## config.mk

```make
export PLATFORM = sky130hd
export DESIGN_NAME = id_hazard_tracker
export DESIGN_NICKNAME = d
export VERILOG_FILES = /design/src/rtl/id_hazard_tracker.sv
export SDC_FILE = /design/constraint.sdc
export NUM_CORES = 1
export LEC_CHECK = 0
export BUFFER_PORTS_ARGS = -buffer_cell sky130_fd_sc_hd__clkbuf_2
export CORE_MARGIN = 4
export CORE_UTILIZATION = 55
export DETAILED_ROUTE_END_ITERATION = 16
export PLACE_DENSITY = 0.89
export SLEW_MARGIN = 20
export SYNTH_ARGS = -nofsm -noshare
export SYNTH_HDL_FRONTEND = slang
export SYNTH_SLANG_ARGS = --single-unit
```

## constraint.sdc

```tcl
create_clock -name clk -period 6.3 [get_ports clk]
set_clock_uncertainty 0.15 [all_clocks]
set_input_delay 0.945 -clock clk [delete_from_list [all_inputs] [get_ports clk]]
set_output_delay 0.945 -clock clk [all_outputs]
set_load 0.02 [all_outputs]
```

## src/rtl/id_hazard_tracker.sv

```systemverilog
// ID-stage hazard tracker: shadows EXE/MEM/MEM2/WB write tags to pick forward selects,
// raise load-use / HI-LO stalls, and time the iterative divider window.
module id_hazard_tracker #(
  parameter int DIV_CYCLES = 34
) (
  input  logic       clk,
  input  logic       resetn,
  input  logic       Adv,
  input  logic       Flush,
  input  logic       ID_Valid,
  input  logic       ID_RFWr,
  input  logic [4:0] ID_Dst,
  input  logic [1:0] ID_AvailStage,
  input  logic [4:0] ID_rs,
  input  logic [4:0] ID_rt,
  input  logic       ID_UsesRs,
  input  logic       ID_UsesRt,
  input  logic       ID_IsDiv,
  input  logic       ID_ReadsHiLo,
  output logic [2:0] ID_ForwardA,
  output logic [2:0] ID_ForwardB,
  output logic       ID_Stall,
  output logic       DivBusy
);

  // Stage index: 0=EXE, 1=MEM, 2=MEM2, 3=WB
  logic [3:0]      r_v;
  logic [3:0]      r_wr;
  logic [3:0][4:0] r_dst;
  logic [3:0][1:0] r_avail;

  logic [5:0] r_div_cnt;
  logic       r_div_young;
  logic       r_div_in_mem;

  logic [2:0] w_fwd_a;
  logic [2:0] w_fwd_b;
  logic       w_haz_a;
  logic       w_haz_b;
  logic       w_stall;
  logic       w_div_issue;

  // Walk oldest to youngest so the youngest matching producer wins.
  always_comb begin
    w_fwd_a = 3'b000;
    w_fwd_b = 3'b000;
    w_haz_a = 1'b0;
    w_haz_b = 1'b0;
    for (int i = 3; i >= 0; i--) begin
      if (r_v[i] && r_wr[i] && (r_dst[i] != 5'd0) && (r_dst[i] == ID_rs)) begin
        if (2'(i) >= r_avail[i]) begin
          w_fwd_a = 3'(i + 1);
          w_haz_a = 1'b0;
        end else begin
          w_fwd_a = 3'b000;
          w_haz_a = 1'b1;
        end
      end
      if (r_v[i] && r_wr[i] && (r_dst[i] != 5'd0) && (r_dst[i] == ID_rt)) begin
        if (2'(i) >= r_avail[i]) begin
          w_fwd_b = 3'(i + 1);
          w_haz_b = 1'b0;
        end else begin
          w_fwd_b = 3'b000;
          w_haz_b = 1'b1;
        end
      end
    end
  end

  assign DivBusy     = (r_div_cnt != 6'd0);
  assign w_stall     = ID_Valid && ((w_haz_a && ID_UsesRs) || (w_haz_b && ID_UsesRt) ||
                                    ((ID_ReadsHiLo || ID_IsDiv) && DivBusy));
  assign w_div_issue = Adv && ID_Valid && ID_IsDiv && !w_stall && !Flush;

  assign ID_ForwardA = w_fwd_a;
  assign ID_ForwardB = w_fwd_b;
  assign ID_Stall    = w_stall;

  always_ff @(posedge clk or negedge resetn) begin
    if (!resetn) begin
      r_v     <= '0;
      r_wr    <= '0;
      r_dst   <= '0;
      r_avail <= '0;
    end else if (Adv) begin
      r_v[3]     <= r_v[2];
      r_wr[3]    <= r_wr[2];
      r_dst[3]   <= r_dst[2];
      r_avail[3] <= r_avail[2];
      r_v[2]     <= r_v[1];
      r_wr[2]    <= r_wr[1];
      r_dst[2]   <= r_dst[1];
      r_avail[2] <= r_avail[1];
      r_v[1]     <= r_v[0] && !Flush;
      r_wr[1]    <= r_wr[0];
      r_dst[1]   <= r_dst[0];
      r_avail[1] <= r_avail[0];
      r_v[0]     <= ID_Valid && !w_stall && !Flush;
      r_wr[0]    <= ID_RFWr;
      r_dst[0]   <= ID_Dst;
      r_avail[0] <= ID_AvailStage;
    end else if (Flush) begin
      r_v[0] <= 1'b0;
      r_v[1] <= 1'b0;
    end
  end

  // The divide may only be cancelled by a flush while its tag is still in EXE or MEM.
  always_ff @(posedge clk or negedge resetn) begin
    if (!resetn) begin
      r_div_cnt    <= 6'd0;
      r_div_young  <= 1'b0;
      r_div_in_mem <= 1'b0;
    end else if (w_div_issue) begin
      r_div_cnt    <= 6'(DIV_CYCLES);
      r_div_young  <= 1'b1;
      r_div_in_mem <= 1'b0;
    end else if (Flush && r_div_young) begin
      r_div_cnt    <= 6'd0;
      r_div_young  <= 1'b0;
      r_div_in_mem <= 1'b0;
    end else begin
      if (r_div_cnt != 6'd0) r_div_cnt <= r_div_cnt - 6'd1;
      if (Adv && r_div_young) begin
        if (r_div_in_mem) begin
          r_div_young  <= 1'b0;
          r_div_in_mem <= 1'b0;
        end else begin
          r_div_in_mem <= 1'b1;
        end
      end
    end
  end

endmodule

```

==> results of run 1 <==
placed cells by master (no fill, tap or decap), drive strengths merged, types with 4 or more instances in the layout:
master / count
a21oi: 9
clkbuf: 38
dfrtp: 42
inv: 4
mux2: 33
nand2: 14
nand3: 6
nand4: 5
nor2: 13
nor3: 11
nor3b: 4
o211ai: 4
or3: 4
or4: 5
xnor2: 21
xor2: 23
cell families (layout without fill, tap and decap cells):
family,after synthesis,count (layout),synth area share
simple gates,74,74,0.168
xor+xnor,44,44,0.156
flops,42,42,0.417
mux,34,34,0.152
compound gates,26,26,0.0780
buf+inv,12,46,0.0239
fa+ha+maj,1,1,0.00497
layer usage:
| metal | GRT usage | part of all wire | vias up |
|---|---|---|---|
| met1 | 0.276 | 0.42 | 942 |
| met4 | 0.0874 | 0.017 | 0 |
| met2 | 0.365 | 0.50 | 64 |
| met3 | 0.0435 | 0.061 | 12 |
| li1 | - | - | 895 |
| met5 | 0 | 0 | - |
worst paths after layout:
kind | slack, ps | depth (start not counted) | from | endpoint
hold reg to reg | 370 | 1 | r_wr[3] | r_wr[3]
setup / recovery | 2480 | 8 | ID_rt[1] | ID_Stall
max in group asynchronous | 4810 | 1 | resetn | r_avail[3]
setup reg to reg | 3870 | 9 | r_div_cnt[0] | r_div_cnt[0]
min in group asynchronous | 620 | 1 | resetn | r_dst[1]
hold / removal | 370 | 1 | r_wr[3] | r_wr[3]
cell usage after synthesis, types with 2 or more instances:
| library cell | n | area [sq um] |
|---|---|---|
| or3_1 | 4 | 25.0 |
| or4_1 | 3 | 22.5 |
| o21ai_0 | 3 | 15.0 |
| nand2_1 | 14 | 52.6 |
| buf_6 | 2 | 22.5 |
| clkbuf_1 | 6 | 22.5 |
| xor2_1 | 23 | 201 |
| inv_1 | 4 | 15.0 |
| nand3_1 | 5 | 25.0 |
| o211a_1 | 2 | 20.0 |
| nand4_1 | 5 | 31.3 |
| a21oi_1 | 8 | 40.0 |
| xnor2_1 | 20 | 175 |
| nor2_1 | 13 | 48.8 |
| mux2_2 | 33 | 372 |
| nor3_1 | 10 | 50.1 |
| nor3b_1 | 4 | 30.0 |
| nor4_1 | 2 | 12.5 |
| and3_1 | 3 | 18.8 |
| dfrtp_1 | 42 | 1050 |
| and4_1 | 2 | 17.5 |
| o211ai_1 | 3 | 22.5 |
area by class of cell:
class,instances,area (sq um)
inverter,4,15.0
sequential,42,1050
multi-input combinational,179,1410
timing repair buffer,34,170
fill,344,1540
clock buffer,5,68.8
tap,52,65.1
clock inverter,3,68.8
metrics by stage:
step | cells | util | area (sq um) | total power, mW
after floorplan | 233 | - | 2520 | 0.549
after global placement | 311 | 0.618 | 2710 | 0.597
after detailed placement | 311 | 0.618 | 2710 | 0.612
after CTS | 319 | 0.649 | 2850 | 0.867
after global routing | 319 | 0.649 | 2850 | 0.913
final | 319 | 0.649 | 2850 | 0.862
worst max-delay path: cells and delay by family:
kind / cells / cell delay [ps]
and+or+nand+nor: 3 / 920
AOI/OAI and AO/OA: 2 / 370
buffers and inverters: 2 / 330
xor gates and xnor gates: 1 / 160
sequential cells by signal, summed over array words and instances (netlist names):
register      cells
r_dst            20
r_avail           6
r_div_cnt         6
r_v               4
r_wr              4
r_div_in_mem      1
r_div_young       1
power by group through the flow:
stage	sequential (mW)	clock, mW	combinational [mW]
final	0.392	0.253	0.217
after global routing	0.400	0.269	0.244
after CTS	0.391	0.257	0.219
after detailed placement	0.396	0	0.216
after global placement	0.391	0	0.206
after floorplan	0.375	0	0.174
==> results by group, run 1 <==
Global route
  – Vias in the first global route: 1931
  – Antenna violations before repair: 0
  – First-pass GRT wire length: 9250 um
  – Gr usage total: 0.218
  – Grt ovf: 0
  – Largest net degree at the start of global routing: 43

CTS
  – # H-tree levels: 2
  – Clk sinks: 42
  – Worst-path clk slew: 80 ps
  – TritonCTS clock tree: built
  – Cts bufs inserted: 5
  – Worst skew pair latency: 300 ps
  – # hold bufs at CTS: 0
  – Setup Fix Bufs, Post-CTS: 0
  – Post-CTS Resized: 0
  – CTS Root Cell: clkbuf_8
  – Clk buf depth: 2

Layout
  – Area grow syn2layout: 13.0%
  – Nets: 294
  – Antenna cells: 0
  – Fraction of layout cells with a size suffix above 1: 0.318

STA
  – Final hold vios: 0
  – Achievable Freq: 262 MHz
  – Slew Viols, Final: 0
  – RSZ-0062 raised after global routing: no
  – Worst setup margin: 2480 ps
  – Final min period: 3820 ps
  – Final Cycle Share: 0.607
  – Pin slew with the least headroom to its limit: 940 ps
  – Fin Hold WS: 366 ps
  – Relative slew slack: 0.373
  – Finish-stage setup viols: 0
  – TNS Setup: 0 ps

Yosys
  – Post-synthesis sequential area ratio: 0.417
  – Mapped cell area: 2520 sq um
  – Post-synthesis cell type count: 44
  – Mapped Cells: 233
  – Synthesized Nets: 261
  – Post-synth EDFFs: 0
  – Synth warnings: 0
  – Synth async-reset ratio: 1.00
  – Number of synthesized register bits: 42
  – Ys flop type: dfrtp_1
  – Syn avg cell area: 10.8 sq um

Setup path
  – CP arrival: 2730 ps
  – CP Cell Sequence: clkbuf_2 > xnor2_1 > nand2_1 > or4_1 > and4b_1 > a32oi_2 > a21boi_0 > clkbuf_2
  – Required time of the critical path: 5200 ps
  – CP peak stage delay: 580 ps
  – Slowest CP cell: or4_1
  – Critical Path Fanout Max: 4
  – Type of the worst setup path: input pin to primary output
  – CP Launch Type: input pin
  – Crit end category: primary output
  – Most common cell on crit path: clkbuf_2

Routing
  – Post-route ant nets: 0
  – Drt pass-1 iters: 4
  – Drt total wl: 5630 um
  – Vias: 1913
  – Number of vias per cell: 6.00
  – Routed len/inst: 17.7 um
  – Final routed DRC violation total: 0
  – Initial drt markers: 167

Power and ir drop
  – Sw frac: 0.310
  – Combinational share of power: 0.252
  – Peak supply drop: 152 uV
  – Clock network fraction of design power: 0.293
  – Leakage: 1.24 nW
  – PD cells: 303 nW/um^2
  – Internal: 0.595 mW
  – Sequential power share: 0.455
  – Sw power: 0.268 mW

Die
  – # rows: 24
  – Die area: 5720 sq um
  – Core area: 4380 sq um
  – I/O pins: 35
  – Initial core utilization: 0.574
  – Die height: 75.7 um
  – Die X: 75.7 um

Placement
  – GP Congestion: 0.901
  – PortBufs: 34
  – HPWL after DPL: 4130 um
  – Place WS: 2520 ps

Worst hold path
  – Min-delay worst type: flop to flop

Status
  – Status: complete, no violations

Run
  – Max_cap viols: 0
Note: power is estimated with default switching activity, not from simulation.
==> run 2, diff against run 1 <==
--- a/config.mk
+++ b/config.mk
@@ -7,9 +7,9 @@
 export LEC_CHECK = 0
 export BUFFER_PORTS_ARGS = -buffer_cell sky130_fd_sc_hd__clkbuf_2
 export CORE_MARGIN = 4
-export CORE_UTILIZATION = 55
+export CORE_UTILIZATION = 52
 export DETAILED_ROUTE_END_ITERATION = 16
-export PLACE_DENSITY = 0.89
+export PLACE_DENSITY = 0.88
 export SLEW_MARGIN = 20
 export SYNTH_ARGS = -nofsm -noshare
 export SYNTH_HDL_FRONTEND = slang
==> constraint.sdc (replaced) <==
create_clock -name clk -period 3.5 [get_ports clk]
set_clock_uncertainty 0.15 [all_clocks]
set_input_delay 0.525 -clock clk [delete_from_list [all_inputs] [get_ports clk]]
set_output_delay 0.525 -clock clk [all_outputs]
set_load 0.02 [all_outputs]
==> results by group, run 2 (same netlist as run 1, synthesis figures left out) <==
Layout
  – Fraction of layout cells with a size suffix above 1: 0.321 (was 0.318)
  – Nets: 295 (was 294)
  – Area grow syn2layout: 12.5% (was 13.0%)
  – Post-route cell area: 2830 sq um (was 2850 sq um)
  – Most frequent cells in the layout: dfrtp_1 (42), mux2_2 (33), clkbuf_2 (33) (unchanged)
  – Post-layout util: 0.603 (was 0.649)
  – Antenna cells: 0 (unchanged)
  – Most common cell after layout, fill and taps aside: dfrtp_1 (unchanged)
  – Largest registers: r_dst: 20 flops, r_avail: 6 flops, r_div_cnt: 6 flops (unchanged)
  – Largest Register: r_dst (unchanged)
  – Largest register FFs: 20 (unchanged)
  – Final Instance Count excl. Fillers: 322 (was 319)
  – # fillers: 386 (was 344)

CTS
  – Worst skew pair latency: 300 ps (about the same)
  – TritonCTS clock tree: built (unchanged)
  – Clk buf depth: 2 (unchanged)
  – Setup Fix Bufs, Post-CTS: 0 (unchanged)
  – Cts bufs inserted: 5 (unchanged)
  – Worst-path clk slew: 90 ps (was 80 ps)
  – # H-tree levels: 2 (unchanged)
  – Post-CTS Resized: 0 (unchanged)
  – # hold bufs at CTS: 0 (unchanged)
  – Clk sinks: 42 (unchanged)
  – CTS Root Cell: clkbuf_8 (unchanged)

Global route
  – Antenna violations before repair: 0 (unchanged)
  – Gr usage total: 0.193 (was 0.218)
  – Grt ovf: 0 (unchanged)
  – Vias in the first global route: 1929 (was 1931)
  – Largest net degree at the start of global routing: 43 (unchanged)
  – First-pass GRT wire length: 9160 um (was 9250 um)

Routing
  – Number of vias per cell: 5.93 (was 6.00)
  – Initial drt markers: 115 (was 167)
  – Drt total wl: 5500 um (was 5630 um)
  – Vias: 1910 (was 1913)
  – Drt pass-1 iters: 4 (unchanged)
  – Final routed DRC violation total: 0 (unchanged)
  – Routed len/inst: 17.1 um (was 17.7 um)
  – Post-route ant nets: 0 (unchanged)

Worst hold path
  – Min-delay worst type: input pin to asynchronous set/reset pin (was flop to flop)

Setup path
  – Crit end category: primary output (unchanged)
  – Critical path endpoint: ID_ForwardB[1] (was ID_Stall)
  – Worst flop-to-flop path endpoint: r_div_in_mem (was r_div_cnt[0])
  – CP arrival: 2480 ps (was 2730 ps)
  – Required time of the critical path: 2820 ps (was 5200 ps)
  – Worst reg-to-reg path cell count: 9 (unchanged)
  – Crit path from: r_dst[6] (was ID_rt[1])
  – FF-to-FF setup slack: 1080 ps (was 3870 ps)
  – R2r startpoint: r_div_cnt[0] (unchanged)
  – Critical Path Fanout Max: 5 (was 4)
  – Type of the worst setup path: flop to primary output (was input pin to primary output)
  – CP Launch Type: flop (was input pin)

STA
  – Final hold vios: 0 (unchanged)
  – Worst setup margin: 346 ps (was 2480 ps)
  – Fin Hold WS: 194 ps (was 366 ps)
  – Final min period: 3150 ps
  – Pin slew with the least headroom to its limit: 900 ps (was 940 ps)
  – Finish-stage setup viols: 0 (unchanged)
  – TNS Setup: 0 ps (unchanged)
  – Final Cycle Share: 0.901
  – Relative slew slack: 0.400 (was 0.373)
  – Achievable Freq: 317 MHz
  – RSZ-0062 raised after global routing: no (unchanged)
  – Slew Viols, Final: 0 (unchanged)

Die
  – Die X: 77.6 um (was 75.7 um)
  – # rows: 25 (was 24)
  – Die area: 6020 sq um (was 5720 sq um)
  – Die height: 77.6 um (was 75.7 um)
  – Core area: 4690 sq um (was 4380 sq um)
  – I/O pins: 35 (unchanged)
  – Initial core utilization: 0.537 (was 0.574)

Placement
  – PortBufs: 34 (unchanged)
  – Placed cells: 314 (was 311)
  – Place WS: 616 ps (was 2520 ps)
  – GP Congestion: 0.926 (was 0.901)
  – HPWL after DPL: 4180 um (was 4130 um)
  – Post-DP Area: 2720 sq um (was 2710 sq um)

Run
  – Max_cap viols: 0 (unchanged)

Power and ir drop
  – PD cells: 524 nW/um^2 (was 303 nW/um^2)
  – Leakage: 1.23 nW (was 1.24 nW)
  – Peak supply drop: 301 uV (was 152 uV)
  – Power Total: 1.48 mW (was 0.862 mW)

Status
  – Status: complete, no violations (unchanged)
[run 2: cell count changes in the layout (fill, tap and decap cells not counted)]
cell | previous run | this run
buf_4 | 0 | 1
bufinv_16 | 2 | 1
clkinv_4 | 1 | 0
clkinvlp_4 | 0 | 2
[run 2: where the power goes]
group          internal (mW)  leakage, nW  switching (mW)
combinational          0.201        0.672           0.190
sequential             0.584        0.509           0.122
clock                  0.212       0.0504           0.175
[run 2: worst max-delay path, cell delays in order (launching register included)]
cell,delay (ps)
dfrtp_1,440
or4_1,570
o211a_1,250
and4_1,200
nor3_1,270
a21oi_1,100
nor2_1,150
clkbuf_2,190
[run 2: routing by layer]
layer | vias to the layer above | global-route usage | part of all wire
li1 | 907 | - | -
met1 | 936 | 0.258 | 0.45
met2 | 57 | 0.304 | 0.48
met3 | 10 | 0.0476 | 0.057
met4 | 0 | 0.0694 | 0.017
met5 | - | 0 | 0
[run 2: worst min-delay path by stage]
stage / end / slack (ps) / depth (start not counted)
after floorplan: r_avail[0] / 80 / 0
after global placement: r_avail[2] / 340 / 1
after detailed placement: r_avail[4] / 350 / 1
after CTS: r_dst[14] / 270 / 1
after global routing: r_dst[0] / 280 / 1
final: r_dst[14] / 190 / 1
[run 2: cell type report]
type	instances	area [sq um]	share of cell area
Tap cell	54	67.6	0.0239
Clock inverter	3	45.0	0.0159
Timing Repair Buffer	35	178	0.0627
Multi-Input combinational cell	179	1410	0.497
Clock buffer	5	68.8	0.0243
Inverter	4	15.0	0.00530
Sequential cell	42	1050	0.371
==> run 3, diff against run 2 <==
--- a/config.mk
+++ b/config.mk
@@ -6,10 +6,12 @@
 export NUM_CORES = 1
 export LEC_CHECK = 0
 export BUFFER_PORTS_ARGS = -buffer_cell sky130_fd_sc_hd__clkbuf_2
+export CAP_MARGIN = 20
 export CORE_MARGIN = 4
-export CORE_UTILIZATION = 52
+export CORE_UTILIZATION = 54
+export CTS_BUF_LIST = sky130_fd_sc_hd__clkbuf_2
 export DETAILED_ROUTE_END_ITERATION = 16
-export PLACE_DENSITY = 0.88
+export PLACE_DENSITY = 0.91
 export SLEW_MARGIN = 20
 export SYNTH_ARGS = -nofsm -noshare
 export SYNTH_HDL_FRONTEND = slang
==> results by group, run 3 (same netlist as run 1, synthesis figures left out) <==
Power and ir drop
  – Combinational share of power: 0.293 (was 0.263)
  – Sw frac: 0.343 (was 0.328)
  – Internal: 0.900 mW (was 0.997 mW)
  – Power Total: 1.37 mW (was 1.48 mW)
  – Peak supply drop: 247 uV (was 301 uV)
  – Sequential power share: 0.516 (was 0.476)
  – PD cells: 493 nW/um^2 (was 524 nW/um^2)
  – Sw power: 0.469 mW (was 0.487 mW)
  – Leakage: 1.22 nW (was 1.23 nW)
  – Clock network fraction of design power: 0.192 (was 0.261)

Global route
  – Antenna violations before repair: 0 (unchanged)
  – Grt ovf: 0 (unchanged)
  – Largest net degree at the start of global routing: 43 (unchanged)
  – First-pass GRT wire length: 9720 um (was 9160 um)
  – Vias in the first global route: 2055 (was 1929)
  – Gr usage total: 0.206 (was 0.193)

STA
  – Fin Hold WS: 60.7 ps (was 194 ps)
  – TNS Setup: 0 ps (unchanged)
  – Final min period: 3310 ps (was 3150 ps)
  – Achievable Freq: 302 MHz (was 317 MHz)
  – Slew Viols, Final: 0 (unchanged)
  – Worst setup margin: 190 ps (was 346 ps)
  – Final Cycle Share: 0.946 (was 0.901)
  – Final hold vios: 0 (unchanged)
  – RSZ-0062 raised after global routing: no (unchanged)
  – Relative slew slack: 0.400 (about the same)
  – Finish-stage setup viols: 0 (unchanged)
  – Pin slew with the least headroom to its limit: 900 ps (about the same)

Layout
  – Antenna cells: 0 (unchanged)
  – Fraction of layout cells with a size suffix above 1: 0.315 (was 0.321)
  – Nets: 295 (unchanged)
  – Most frequent cells in the layout: dfrtp_1 (42), clkbuf_2 (38), mux2_2 (33) (was dfrtp_1 (42), mux2_2 (33), clkbuf_2 (33))
  – Post-route cell area: 2770 sq um (was 2830 sq um)
  – Area grow syn2layout: 10.2% (was 12.5%)
  – Largest register FFs: 20 (unchanged)
  – Largest registers: r_dst: 20 flops, r_avail: 6 flops, r_div_cnt: 6 flops (unchanged)
  – Post-layout util: 0.624 (was 0.603)
  – Largest Register: r_dst (unchanged)
  – Most common cell after layout, fill and taps aside: dfrtp_1 (unchanged)
  – Final Instance Count excl. Fillers: 319 (was 322)

Setup path
  – CP Launch Type: flop (unchanged)
  – Slowest CP cell: or4_1 (unchanged)
  – Crit path max-delay family: simple AND/OR/NAND/NOR gates (unchanged)
  – Crit end category: primary output (unchanged)
  – CP Buf/Inv Count: 1 (unchanged)
  – CP arrival: 2640 ps (was 2480 ps)
  – Required time of the critical path: 2820 ps (about the same)
  – R2r startpoint: r_div_cnt[0] (unchanged)
  – Crit path from: r_dst[7] (was r_dst[6])
  – Critical Path Fanout Max: 5 (unchanged)
  – CP peak stage delay: 570 ps (about the same)
  – Type of the worst setup path: flop to primary output (unchanged)
  – CP Cell Sequence: or4_1 > o211a_1 > nand3_1 > nor4b_2 > nor3_2 > a21boi_1 > clkbuf_2 (was or4_1 > o211a_1 > and4_1 > nor3_1 > a21oi_1 > nor2_1 > clkbuf_2)

Routing
  – Routed len/inst: 17.5 um (was 17.1 um)
  – Vias: 1937 (was 1910)
  – Post-route ant nets: 0 (unchanged)
  – Number of vias per cell: 6.07 (was 5.93)
  – Final routed DRC violation total: 0 (unchanged)
  – Drt pass-1 iters: 8 (was 4)
  – Drt total wl: 5600 um (was 5500 um)
  – Initial drt markers: 125 (was 115)

CTS
  – Worst-path clk slew: 200 ps (was 90 ps)
  – # hold bufs at CTS: 0 (unchanged)
  – Setup Fix Bufs, Post-CTS: 0 (unchanged)
  – Clk sinks: 42 (unchanged)
  – # H-tree levels: 2 (unchanged)
  – TritonCTS clock tree: built (unchanged)
  – CTS Root Cell: clkbuf_2 (was clkbuf_8)
  – Worst skew pair latency: 410 ps (was 300 ps)
  – Clk buf depth: 2 (unchanged)
  – Cts bufs inserted: 5 (unchanged)

Die
  – Initial core utilization: 0.566 (was 0.537)
  – Core area: 4440 sq um (was 4690 sq um)
  – Die height: 76.3 um (was 77.6 um)
  – Die X: 76.3 um (was 77.6 um)
  – Die area: 5820 sq um (was 6020 sq um)
  – # rows: 24 (was 25)
  – I/O pins: 35 (unchanged)

Placement
  – HPWL after DPL: 4300 um (was 4180 um)
  – GP Congestion: 0.962 (was 0.926)
  – Place WS: 516 ps (was 616 ps)
  – PortBufs: 34 (unchanged)
  – Post-DP Area: 2720 sq um (about the same)
  – Placed cells: 312 (was 314)

Status
  – Status: complete, no violations (unchanged)

Run
  – Max_cap viols: 0 (unchanged)

Worst hold path
  – Min-delay worst type: input pin to asynchronous set/reset pin (unchanged)
==> run 3: cell types whose count changed in the layout (fill, tap and decap cells not counted) <==
cell | before | now
a21boi_1 | 0 | 1
clkinvlp_4 | 2 | 0
clkbuf_2 | 33 | 38
clkbuf_8 | 5 | 0
clkinv_1 | 0 | 1
a21boi_0 | 1 | 0
==> run 3: what timing repair did <==
action / 4_1_cts / 5_1_grt
hold endpoints to repair: 0 / 0
resized for setup: 0 / 1
endpoints found under the setup margin: 0 / 1
==> run 3: area by class of cell <==
type | instances | area [sq um]
fill | 361 | 1670
multi-input combinational | 179 | 1410
sequential | 42 | 1050
timing repair buffer | 35 | 178
tap | 52 | 65.1
clock inverter | 2 | 33.8
clock buffer | 5 | 25.0
inverter | 4 | 15.0
==> run 3: worst paths after layout <==
| kind | end | slack (ps) | cells past startpoint |
|---|---|---|---|
| max | ID_Stall | 190 | 7 |
| min | r_dst[11] | 60 | 1 |
| max reg2reg | r_div_cnt[0] | 1030 | 9 |
| min reg2reg | r_v[3] | 390 | 1 |
| max in group asynchronous | r_avail[3] | 2570 | 1 |
| min in group clk | r_dst[4] | 190 | 2 |
==> run 3: power by group through the flow <==
stage                     registers (mW)  clock network (mW)  logic [mW]
after floorplan                    0.675                   0       0.313
final                              0.706               0.263       0.400
after global placement             0.703                   0       0.373
after global routing               0.722               0.294       0.458
after detailed placement           0.712                   0       0.401
after CTS                          0.701               0.268       0.404
==> run 3: worst reg2reg max path, stage by stage, from the launching register on <==
cell and delay [ps]:
dfrtp_1 410, inv_1 80, ha_1 150, inv_1 50
or3_1 340, or3_1 440, o21a_1 180, nor3_2 200
nand3_2 170, and3_1 210
==> run 3: per-layer routing <==
| metal | wire length (um) | vias up | share of wire | track usage |
|---|---|---|---|---|
| met5 | 0 | - | 0 | 0 |
| met1 | 2420 | 944 | 0.43 | 0.271 |
| met2 | 2820 | 68 | 0.50 | 0.337 |
| met4 | 93 | 0 | 0.017 | 0.0670 |
| met3 | 265 | 14 | 0.047 | 0.0449 |
| li1 | - | 911 | - | - |
